==> src/rtl/mul_pkg.sv <==
// Shared types and defaults for the sequential shift-add multiplier.
package mul_pkg;

   localparam int MUL_WIDTH = 16;

   typedef enum logic [1:0] {
      IDLE,
      BUSY,
      FIXUP,
      DONE
   } mul_state_e;

endpackage

==> src/rtl/seq_multiplier_if.sv <==
// Operand/result handshake bundle for seq_multiplier.
interface seq_multiplier_if
   import mul_pkg::*;
#(
   parameter int WIDTH = MUL_WIDTH
);

   logic             in_valid;
   logic             in_ready;
   logic [WIDTH-1:0] op1;
   logic [WIDTH-1:0] op2;
   logic             signed_mode;
   logic             out_valid;
   logic             out_ready;
   logic [WIDTH-1:0] result;
   logic [WIDTH-1:0] result_hi;
   logic             carry_out;

   modport master (
      output in_valid, op1, op2, signed_mode, out_ready,
      input  in_ready, out_valid, result, result_hi, carry_out
   );

   modport slave (
      input  in_valid, op1, op2, signed_mode, out_ready,
      output in_ready, out_valid, result, result_hi, carry_out
   );

endinterface

==> src/rtl/seq_multiplier.sv <==
// Sequential multiplier: one shift-add step per cycle on magnitudes, sign fixed up at the end.
module seq_multiplier
   import mul_pkg::*;
#(
   parameter int WIDTH = MUL_WIDTH
) (
   input logic              clk,
   input logic              rst,
   seq_multiplier_if.slave  bus
);

   localparam int CNT_W = $clog2(WIDTH);
   localparam int PROD_W = 2 * WIDTH;

   mul_state_e        state;
   logic [CNT_W-1:0]  cnt;
   logic [WIDTH-1:0]  mcand;
   logic [PROD_W-1:0] acc;
   logic              neg;
   logic              smode;
   logic              in_ready_r;
   logic              out_valid_r;
   logic [WIDTH-1:0]  result_r;
   logic [WIDTH-1:0]  result_hi_r;
   logic              carry_r;
   logic [PROD_W-1:0] prod_fix;

   function automatic logic [WIDTH-1:0] magnitude(input logic [WIDTH-1:0] op, input logic sm);
      logic signed [WIDTH-1:0] s_op;
      s_op = signed'(op);
      if (sm && s_op < 0)
         return unsigned'(-s_op);
      return op;
   endfunction

   // Add the multiplicand into the upper half when the current multiplier bit is set, then shift right.
   function automatic logic [PROD_W-1:0] shift_add(input logic [PROD_W-1:0] a, input logic [WIDTH-1:0] m);
      logic [WIDTH:0] sum;
      sum = {1'b0, a[PROD_W-1:WIDTH]} + (a[0] ? {1'b0, m} : {(WIDTH+1){1'b0}});
      return {sum, a[WIDTH-1:1]};
   endfunction

   function automatic logic overflow(input logic [PROD_W-1:0] p, input logic sm);
      if (sm)
         return p[PROD_W-1:WIDTH] != {WIDTH{p[WIDTH-1]}};
      return p[PROD_W-1:WIDTH] != '0;
   endfunction

   always_comb begin
      prod_fix = acc;
      if (neg)
         prod_fix = -acc;
   end

   // Datapath registers carry no reset; they are always reloaded at acceptance before use.
   always_ff @(posedge clk) begin
      case (state)
         IDLE: begin
            if (bus.in_valid && in_ready_r) begin
               mcand <= magnitude(bus.op1, bus.signed_mode);
               acc   <= {{WIDTH{1'b0}}, magnitude(bus.op2, bus.signed_mode)};
               neg   <= bus.signed_mode & (bus.op1[WIDTH-1] ^ bus.op2[WIDTH-1]);
               smode <= bus.signed_mode;
            end
         end
         BUSY: acc <= shift_add(acc, mcand);
         default: ;
      endcase
   end

   always_ff @(posedge clk) begin
      if (rst) begin
         state       <= IDLE;
         cnt         <= '0;
         in_ready_r  <= 1'b1;
         out_valid_r <= 1'b0;
         result_r    <= '0;
         result_hi_r <= '0;
         carry_r     <= 1'b0;
      end else begin
         case (state)
            IDLE: begin
               if (bus.in_valid && in_ready_r) begin
                  cnt        <= CNT_W'(WIDTH - 1);
                  in_ready_r <= 1'b0;
                  state      <= BUSY;
               end
            end
            BUSY: begin
               cnt <= cnt - CNT_W'(1);
               if (cnt == '0)
                  state <= FIXUP;
            end
            FIXUP: begin
               result_r    <= prod_fix[WIDTH-1:0];
               result_hi_r <= prod_fix[PROD_W-1:WIDTH];
               carry_r     <= overflow(prod_fix, smode);
               out_valid_r <= 1'b1;
               state       <= DONE;
            end
            DONE: begin
               if (bus.out_ready) begin
                  out_valid_r <= 1'b0;
                  in_ready_r  <= 1'b1;
                  state       <= IDLE;
               end
            end
            default: state <= IDLE;
         endcase
      end
   end

   assign bus.in_ready  = in_ready_r;
   assign bus.out_valid = out_valid_r;
   assign bus.result    = result_r;
   assign bus.result_hi = result_hi_r;
   assign bus.carry_out = carry_r;

endmodule

==> src/flat_wrapper.sv <==
// flat-port wrapper written by rule: the top's interface ports become plain ports
module seq_multiplier_flat import mul_pkg::*;
#(
   parameter int WIDTH = MUL_WIDTH
)
  (clk, rst, bus_in_valid, bus_op1, bus_op2, bus_signed_mode, bus_out_ready, bus_in_ready, bus_out_valid, bus_result, bus_result_hi, bus_carry_out);
  seq_multiplier_if #(.WIDTH(WIDTH)) bus_i ();
  input logic clk;
  input logic rst;
  input wire logic [$bits(bus_i.in_valid)-1:0] bus_in_valid;
  input wire logic [$bits(bus_i.op1)-1:0] bus_op1;
  input wire logic [$bits(bus_i.op2)-1:0] bus_op2;
  input wire logic [$bits(bus_i.signed_mode)-1:0] bus_signed_mode;
  input wire logic [$bits(bus_i.out_ready)-1:0] bus_out_ready;
  output wire logic [$bits(bus_i.in_ready)-1:0] bus_in_ready;
  output wire logic [$bits(bus_i.out_valid)-1:0] bus_out_valid;
  output wire logic [$bits(bus_i.result)-1:0] bus_result;
  output wire logic [$bits(bus_i.result_hi)-1:0] bus_result_hi;
  output wire logic [$bits(bus_i.carry_out)-1:0] bus_carry_out;
  assign bus_i.in_valid = bus_in_valid;
  assign bus_i.op1 = bus_op1;
  assign bus_i.op2 = bus_op2;
  assign bus_i.signed_mode = bus_signed_mode;
  assign bus_i.out_ready = bus_out_ready;
  assign bus_in_ready = bus_i.in_ready;
  assign bus_out_valid = bus_i.out_valid;
  assign bus_result = bus_i.result;
  assign bus_result_hi = bus_i.result_hi;
  assign bus_carry_out = bus_i.carry_out;
  seq_multiplier #(.WIDTH(WIDTH)) u_core (.clk(clk), .rst(rst), .bus(bus_i));
endmodule
==> config.mk <==
export PLATFORM = sky130hd
export DESIGN_NAME = seq_multiplier_flat
export DESIGN_NICKNAME = d
export VERILOG_FILES = /design/src/rtl/mul_pkg.sv /design/src/rtl/seq_multiplier_if.sv /design/src/rtl/seq_multiplier.sv /design/src/flat_wrapper.sv
export SDC_FILE = /design/constraint.sdc
export NUM_CORES = 1
export LEC_CHECK = 0
export BUFFER_PORTS_ARGS = -buffer_cell sky130_fd_sc_hd__buf_2
export CORE_MARGIN = 4
export CORE_UTILIZATION = 53
export CTS_BUF_LIST = sky130_fd_sc_hd__clkbuf_16
export CTS_CLUSTER_SIZE = 20
export DETAILED_ROUTE_END_ITERATION = 6
export PLACE_DENSITY_LB_ADDON = 0.2
export REMOVE_ABC_BUFFERS = 1
export SETUP_SLACK_MARGIN = 0.3
export SYNTH_ARGS = -nofsm -noshare
export SYNTH_HDL_FRONTEND = slang
export SYNTH_SLANG_ARGS = --single-unit
==> constraint.sdc <==
create_clock -name clk -period 2.98 [get_ports clk]
set_clock_uncertainty 0.2 [all_clocks]
set_input_delay 0.298 -clock clk [delete_from_list [all_inputs] [get_ports clk]]
set_output_delay 0.298 -clock clk [all_outputs]
set_load 0.01 [all_outputs]
==> flow_summary.json, run 1 <==
{
  "outcome": "complete, but fails checks",
  "violations": "setup timing",
  "maxCapViolations": 0,
  "drive_gt1_share_pct": 30.6,
  "tns_ns": -0.199,
  "cp_cell_sequence": "buf_4, buf_6, and2_1, ha_4, inv_1, o21bai_1, a21oi_2, o211a_4, o31ai_4, a2111oi_2, or4b_1",
  "cp_slowest_cell": "or4b_1",
  "synth_edf_count": 50,
  "use_met2_pct": 35.0,
  "required_ns": 2.85,
  "critical_path.max_fanout": 8,
  "synth_cell_types": 62,
  "worst_pin_slew_ns": 0.919,
  "die_area_mm2": 0.0122,
  "fmaxAchievable_mhz": 322,
  "crit_arrival_ns": 2.98,
  "place_worst_setup_slack_ns": -0.161,
  "cts_buffers": 9,
  "die_y_um": 110,
  "area_growth_syn_to_layout_pct": 30.4,
  "core_area_mm2": 0.0103,
  "drc": 0,
  "grt_max_degree": 42,
  "finalMaxSlewViolations": 0,
  "gp_congestion": 0.911,
  "mostFrequentLayoutCell": "buf_4",
  "num_rows": 37,
  "path_class": "reg -> reg",
  "die-width_um": 110,
  "hp-class": "in -> reg",
  "num-nets-final": 800,
  "yosys_register_bits": 91,
  "synth_area_per_cell_um2": 9.48,
  "netlist_area_mm2": 0.00555,
  "cts_sinks": 91,
  "clkTransAtPathRegs_ns": 0.07,
  "grt_use_total_pct": 21.4,
  "vias": 4756,
  "fillers": 801,
  "dp_hpwl_um": 9460,
  "whs_ns": 0.0592,
  "ys_warn_count": 0,
  "cp_slowest_stage_delay_ns": 0.48,
  "cellLeakagePower_nw": 2.97,
  "regArea_mm2": 0.00232,
  "drt_iter0_markers": 302,
  "synth-async-reset-ratio_pct": 0,
  "finalHoldViolations": 0,
  "setup_ws_ns": -0.123,
  "end_kind": "register",
  "p_per_area_mw_per_mm2": 1090,
  "cts_root_buffer": "clkbuf_16",
  "start_kind": "register",
  "cts_buffer_depth": 2,
  "multi_input_area_mm2": 0.00326,
  "diodes": 0,
  "antenna_found_initial": 0,
  "met3_usage_pct": 3.26,
  "grt_pass1_vias": 4403,
  "grt_busiest_layer": "met2",
  "antenna_left": 0,
  "wl_per_cell_um": 14.9,
  "ios": 72,
  "wl_um": 13100,
  "grt_pass1_wl_um": 20300,
  "slew_headroom_pct": 38.8,
  "htreeDepth": 3,
  "vdd_drop_max_mv": 0.745,
  "syn_inst": 585,
  "start_util_pct": 54.0,
  "seq_area_frac_synth_pct": 41.9,
  "finalCriticalPeriod_ns": 3.10,
  "dr.pass1.iters": 6,
  "grt_overflow_total": 0,
  "rsz0062_at_grt": "yes",
  "setup_viol": 4,
  "total_power_mw": 7.86,
  "use_met1_pct": 28.5,
  "final_cell_mix": "90 x buf_4, 71 x buf_2, 67 x nor2_1",
  "fin_crit_sh_pct": 104,
  "routed_via_density": 5.41,
  "port_buffers": 71,
  "cts_tree": "built",
  "yosys_most_used_dff": "edfxtp_1",
  "insertion_delay_ns": 0.34
}
==> cell families after synthesis <==
| kind of cell | count (synthesis) | synth area share [%] |
|---|---|---|
| simple gates | 202 | 18.8 |
| fa+ha+maj | 25 | 5.78 |
| compound gates | 145 | 17.9 |
| buf+inv | 48 | 3.84 |
| mux | 4 | 0.722 |
| xor+xnor | 70 | 11.1 |
| flops | 91 | 41.9 |
==> critical path: cells and delay by family (launching register included) <==
kind	cells	cell delay, ns
adders and majority gates	1	0.27
AOI/OAI and AO/OA	5	0.94
DFF	1	0.42
and+or+nand+nor	2	0.63
buffers and inverters	3	0.35
==> final timing paths <==
kind         slack, ns                  start                     to  depth (start not counted)
max              -0.12          u_core.acc[0]         u_core.acc[30]                         11
min               0.06             bus_op1[3]        u_core.mcand[3]                          2
max reg2reg      -0.12          u_core.acc[0]         u_core.acc[30]                         11
min reg2reg       0.28  u_core.bus.result[13]  u_core.bus.result[13]                          2
==> cell type report <==
class	count	share of cell area (%)
Clock buffer	9	3.12
Clock inverter	7	1.11
Inverter	24	1.25
Multi-Input combinational cell	446	45.0
Sequential cell	91	32.1
Tap cell	136	2.35
Timing Repair Buffer	166	15.0
==> flip-flops by register name, indices dropped and copies added, names as in the netlist <==
name,count
u_core.cnt,4
u_core.smode,1
u_core.state,2
u_core.bus.out_valid,1
u_core.acc,32
u_core.bus.in_ready,1
u_core.bus.result_hi,16
u_core.bus.result,16
u_core.neg,1
u_core.bus.carry_out,1
u_core.mcand,16
==> metrics by stage <==
stage                     cells  util, %  cell area (um2)
after floorplan             561        -             5420
after global placement      849     63.8             6560
after detailed placement    849     63.8             6560
after CTS                   875     69.0             7090
after global routing        879     70.3             7230
final                       879     70.3             7230
==> routing by layer <==
metal	vias to the layer above	share of wire (%)
li1	2421	-
met1	2177	44
met2	140	48
met3	18	5.9
met4	0	2.0
met5	-	0
==> synth_stat cells (all sizes together), types with 2 or more instances <==
library cell | instances | share of area [%]
a2111oi | 3 | 0.59
a211oi | 36 | 4.9
a21o | 3 | 0.41
a21oi | 21 | 1.9
a311oi | 2 | 0.32
and2 | 22 | 2.5
and3 | 2 | 0.23
buf | 4 | 0.68
clkbuf | 20 | 1.5
dfxtp | 41 | 15
edfxtp | 50 | 27
ha | 24 | 5.4
inv | 24 | 1.6
mux2i | 4 | 0.72
nand2 | 52 | 3.5
nand2b | 5 | 0.56
nand3 | 4 | 0.36
nand3b | 2 | 0.27
nand4 | 5 | 0.95
nor2 | 67 | 4.5
nor2b | 7 | 0.79
nor3 | 12 | 1.3
nor4 | 9 | 1.5
o211ai | 2 | 0.27
o21a | 2 | 0.27
o21ai | 37 | 3.3
o21ba | 2 | 0.36
o21bai | 4 | 0.54
o22ai | 3 | 0.34
o31ai | 17 | 2.4
o41ai | 8 | 1.5
or3 | 5 | 0.59
or4 | 4 | 0.68
xnor2 | 23 | 3.6
xor2 | 47 | 7.4
==> report_power, final <==
| part | switching [mW] | internal (mW) | total (mW) |
|---|---|---|---|
| clock | 0.449 | 0.721 | 1.17 |
| combinational | 2.30 | 2.05 | 4.35 |
| sequential | 0.374 | 1.96 | 2.34 |
==> what timing repair did <==
action                                  in CTS  in global routing
buffers inserted                             9                  4
endpoints found under the setup margin      10                 13
hold buffers                                 1                  0
resized for setup                           27                 18
gates cloned                                 0                  0
pin swaps                                   17                 11
hold endpoints to repair                     1                  0
Note: power is estimated with default switching activity, not from simulation.
==> inputs of run 2 (changes only) <==
--- a/config.mk
+++ b/config.mk
@@ -14,6 +14,7 @@
 export PLACE_DENSITY_LB_ADDON = 0.2
 export REMOVE_ABC_BUFFERS = 1
 export SETUP_SLACK_MARGIN = 0.3
+export SKIP_CTS_REPAIR_TIMING = 1
 export SYNTH_ARGS = -nofsm -noshare
 export SYNTH_HDL_FRONTEND = slang
 export SYNTH_SLANG_ARGS = --single-unit
==> constraint.sdc (replaced) <==
create_clock -name clk -period 2.98 [get_ports clk]
set_clock_uncertainty 0.2 [all_clocks]
set_input_delay 0.596 -clock clk [delete_from_list [all_inputs] [get_ports clk]]
set_output_delay 0.596 -clock clk [all_outputs]
set_load 0.01 [all_outputs]
==> flow_summary.json, run 2 (synthesis results as in run 1) <==
{
  "min_to": "u_core.bus.result[13]",
  "hold_depth": 2,
  "cts_sinks": 91,
  "hp-start": "u_core.bus.result[13]",
  "p_per_area_mw_per_mm2": 1100,
  "grt_max_degree": 42,
  "grt_pass1_wl_um": 20000,
  "final_cell_mix": "90 x buf_4, 71 x buf_2, 67 x nor2_1",
  "grt_use_total_pct": 20.9,
  "end_kind": "register",
  "ios": 72,
  "drive_gt1_share_pct": 31.4,
  "wl_um": 13600,
  "violations": "setup timing",
  "finalHoldViolations": 0,
  "hp-class": "reg -> reg",
  "drt_iter0_markers": 372,
  "wl_per_cell_um": 15.5,
  "num-nets-final": 799,
  "start_kind": "register",
  "setup_viol": 3,
  "stdcell_count": 878,
  "cts_buffers": 9,
  "rsz0062_at_grt": "yes",
  "area_growth_syn_to_layout_pct": 31.6,
  "maxCapViolations": 0,
  "port_buffers": 71,
  "finalMaxSlewViolations": 0,
  "cellLeakagePower_nw": 3.00,
  "die_y_um": 110,
  "die-width_um": 110,
  "vdd_drop_max_mv": 0.658,
  "dp_hpwl_um": 9620,
  "start_util_pct": 54.0,
  "drc": 0,
  "diodes": 0,
  "htreeDepth": 3,
  "dp.cells": 849,
  "r2r_setup_slack_ns": -0.08,
  "path_class": "reg -> reg",
  "r2r_start": "u_core.acc[0]",
  "tns_ns": -0.144,
  "finalCriticalPeriod_ns": 3.06,
  "fin_util_pct": 71.0,
  "mostFrequentLayoutCell": "buf_4",
  "vias": 4836,
  "cts_root_buffer": "clkbuf_16",
  "critical_path.max_fanout": 8,
  "antenna_left": 0,
  "cts_buffer_depth": 2,
  "core_area_mm2": 0.0103,
  "grt_overflow_total": 0,
  "r2r_cells": 12,
  "rr_endpoint": "u_core.acc[30]",
  "outcome": "complete, but fails checks",
  "regMostFlops": "u_core.acc",
  "insertion_delay_ns": 0.34,
  "fin_crit_sh_pct": 103,
  "clkTransAtPathRegs_ns": 0.07,
  "num_rows": 37,
  "largest_reg_flops": 32,
  "slew_headroom_pct": 40.5,
  "worst_pin_slew_ns": 0.893,
  "grt_pass1_vias": 4386,
  "required_ns": 2.86,
  "fmaxAchievable_mhz": 327,
  "dr.pass1.iters": 5,
  "setup_ws_ns": -0.0812,
  "crit_arrival_ns": 2.94,
  "gp_congestion": 0.903,
  "routed_via_density": 5.51,
  "cts_tree": "built",
  "die_area_mm2": 0.0122,
  "antenna_found_initial": 0,
  "total_power_mw": 8.03
}
[run 2: how the worst max path moves through the flow]
stage                  startpoint                   end  slack, ns  depth (start not counted)
floorplan           u_core.acc[0]        u_core.acc[30]      -0.18                         10
global placement    u_core.acc[0]        u_core.acc[30]      -0.05                         10
detailed placement  u_core.acc[0]  u_core.bus.carry_out      -0.20                         12
CTS                 u_core.acc[0]        u_core.acc[30]      -0.29                         10
global route        u_core.acc[0]  u_core.bus.carry_out      -0.25                         12
finish              u_core.acc[0]        u_core.acc[30]      -0.08                         12
[run 2: worst max-delay path, cell delays in order, from the launching register on]
cell and delay (ns):
edfxtp_1 0.41, buf_6 0.16, buf_4 0.15, and2_1 0.16, ha_4 0.28, o21ai_2 0.05, nand2b_1 0.09, a21oi_2 0.08
nor2b_2 0.19, o22ai_2 0.13, o31ai_4 0.28, a2111oi_2 0.10, or4b_1 0.52
[run 2: cell type report]
cell class                 count  area (um2)
timing repair buffer         165        1080
fill                         772        2980
clock buffer                  11         275
multi-input combinational    446        3300
tap                          136         170
inverter                      24        90.1
sequential                    91        2320
clock inverter                 5        50.0
[run 2: stage by stage]
step / setup WS [ns] / hold WS [ns] / area, um2
2_1_floorplan: -0.182 / 0.243 / 5420
3_3_place_gp: -0.0455 / 0.263 / 6570
3_5_place_dp: -0.201 / 0.274 / 6570
4_1_cts: -0.294 / 0.279 / 6900
5_1_grt: -0.253 / 0.284 / 7300
6_report: -0.0812 / 0.280 / 7300
[run 2: metal layers]
layer,track usage (%),wire length [um],up-vias
met5,0,0,-
met3,4.19,731,23
li1,-,-,2421
met1,27.3,6030,2247
met4,5.36,234,0
met2,35.7,6640,145
[run 2: where the power goes]
part / internal (mW) / switching [mW] / leakage, nW
clock network: 0.746 / 0.469 / 0.170
registers: 1.96 / 0.369 / 0.812
logic: 2.10 / 2.39 / 2.01
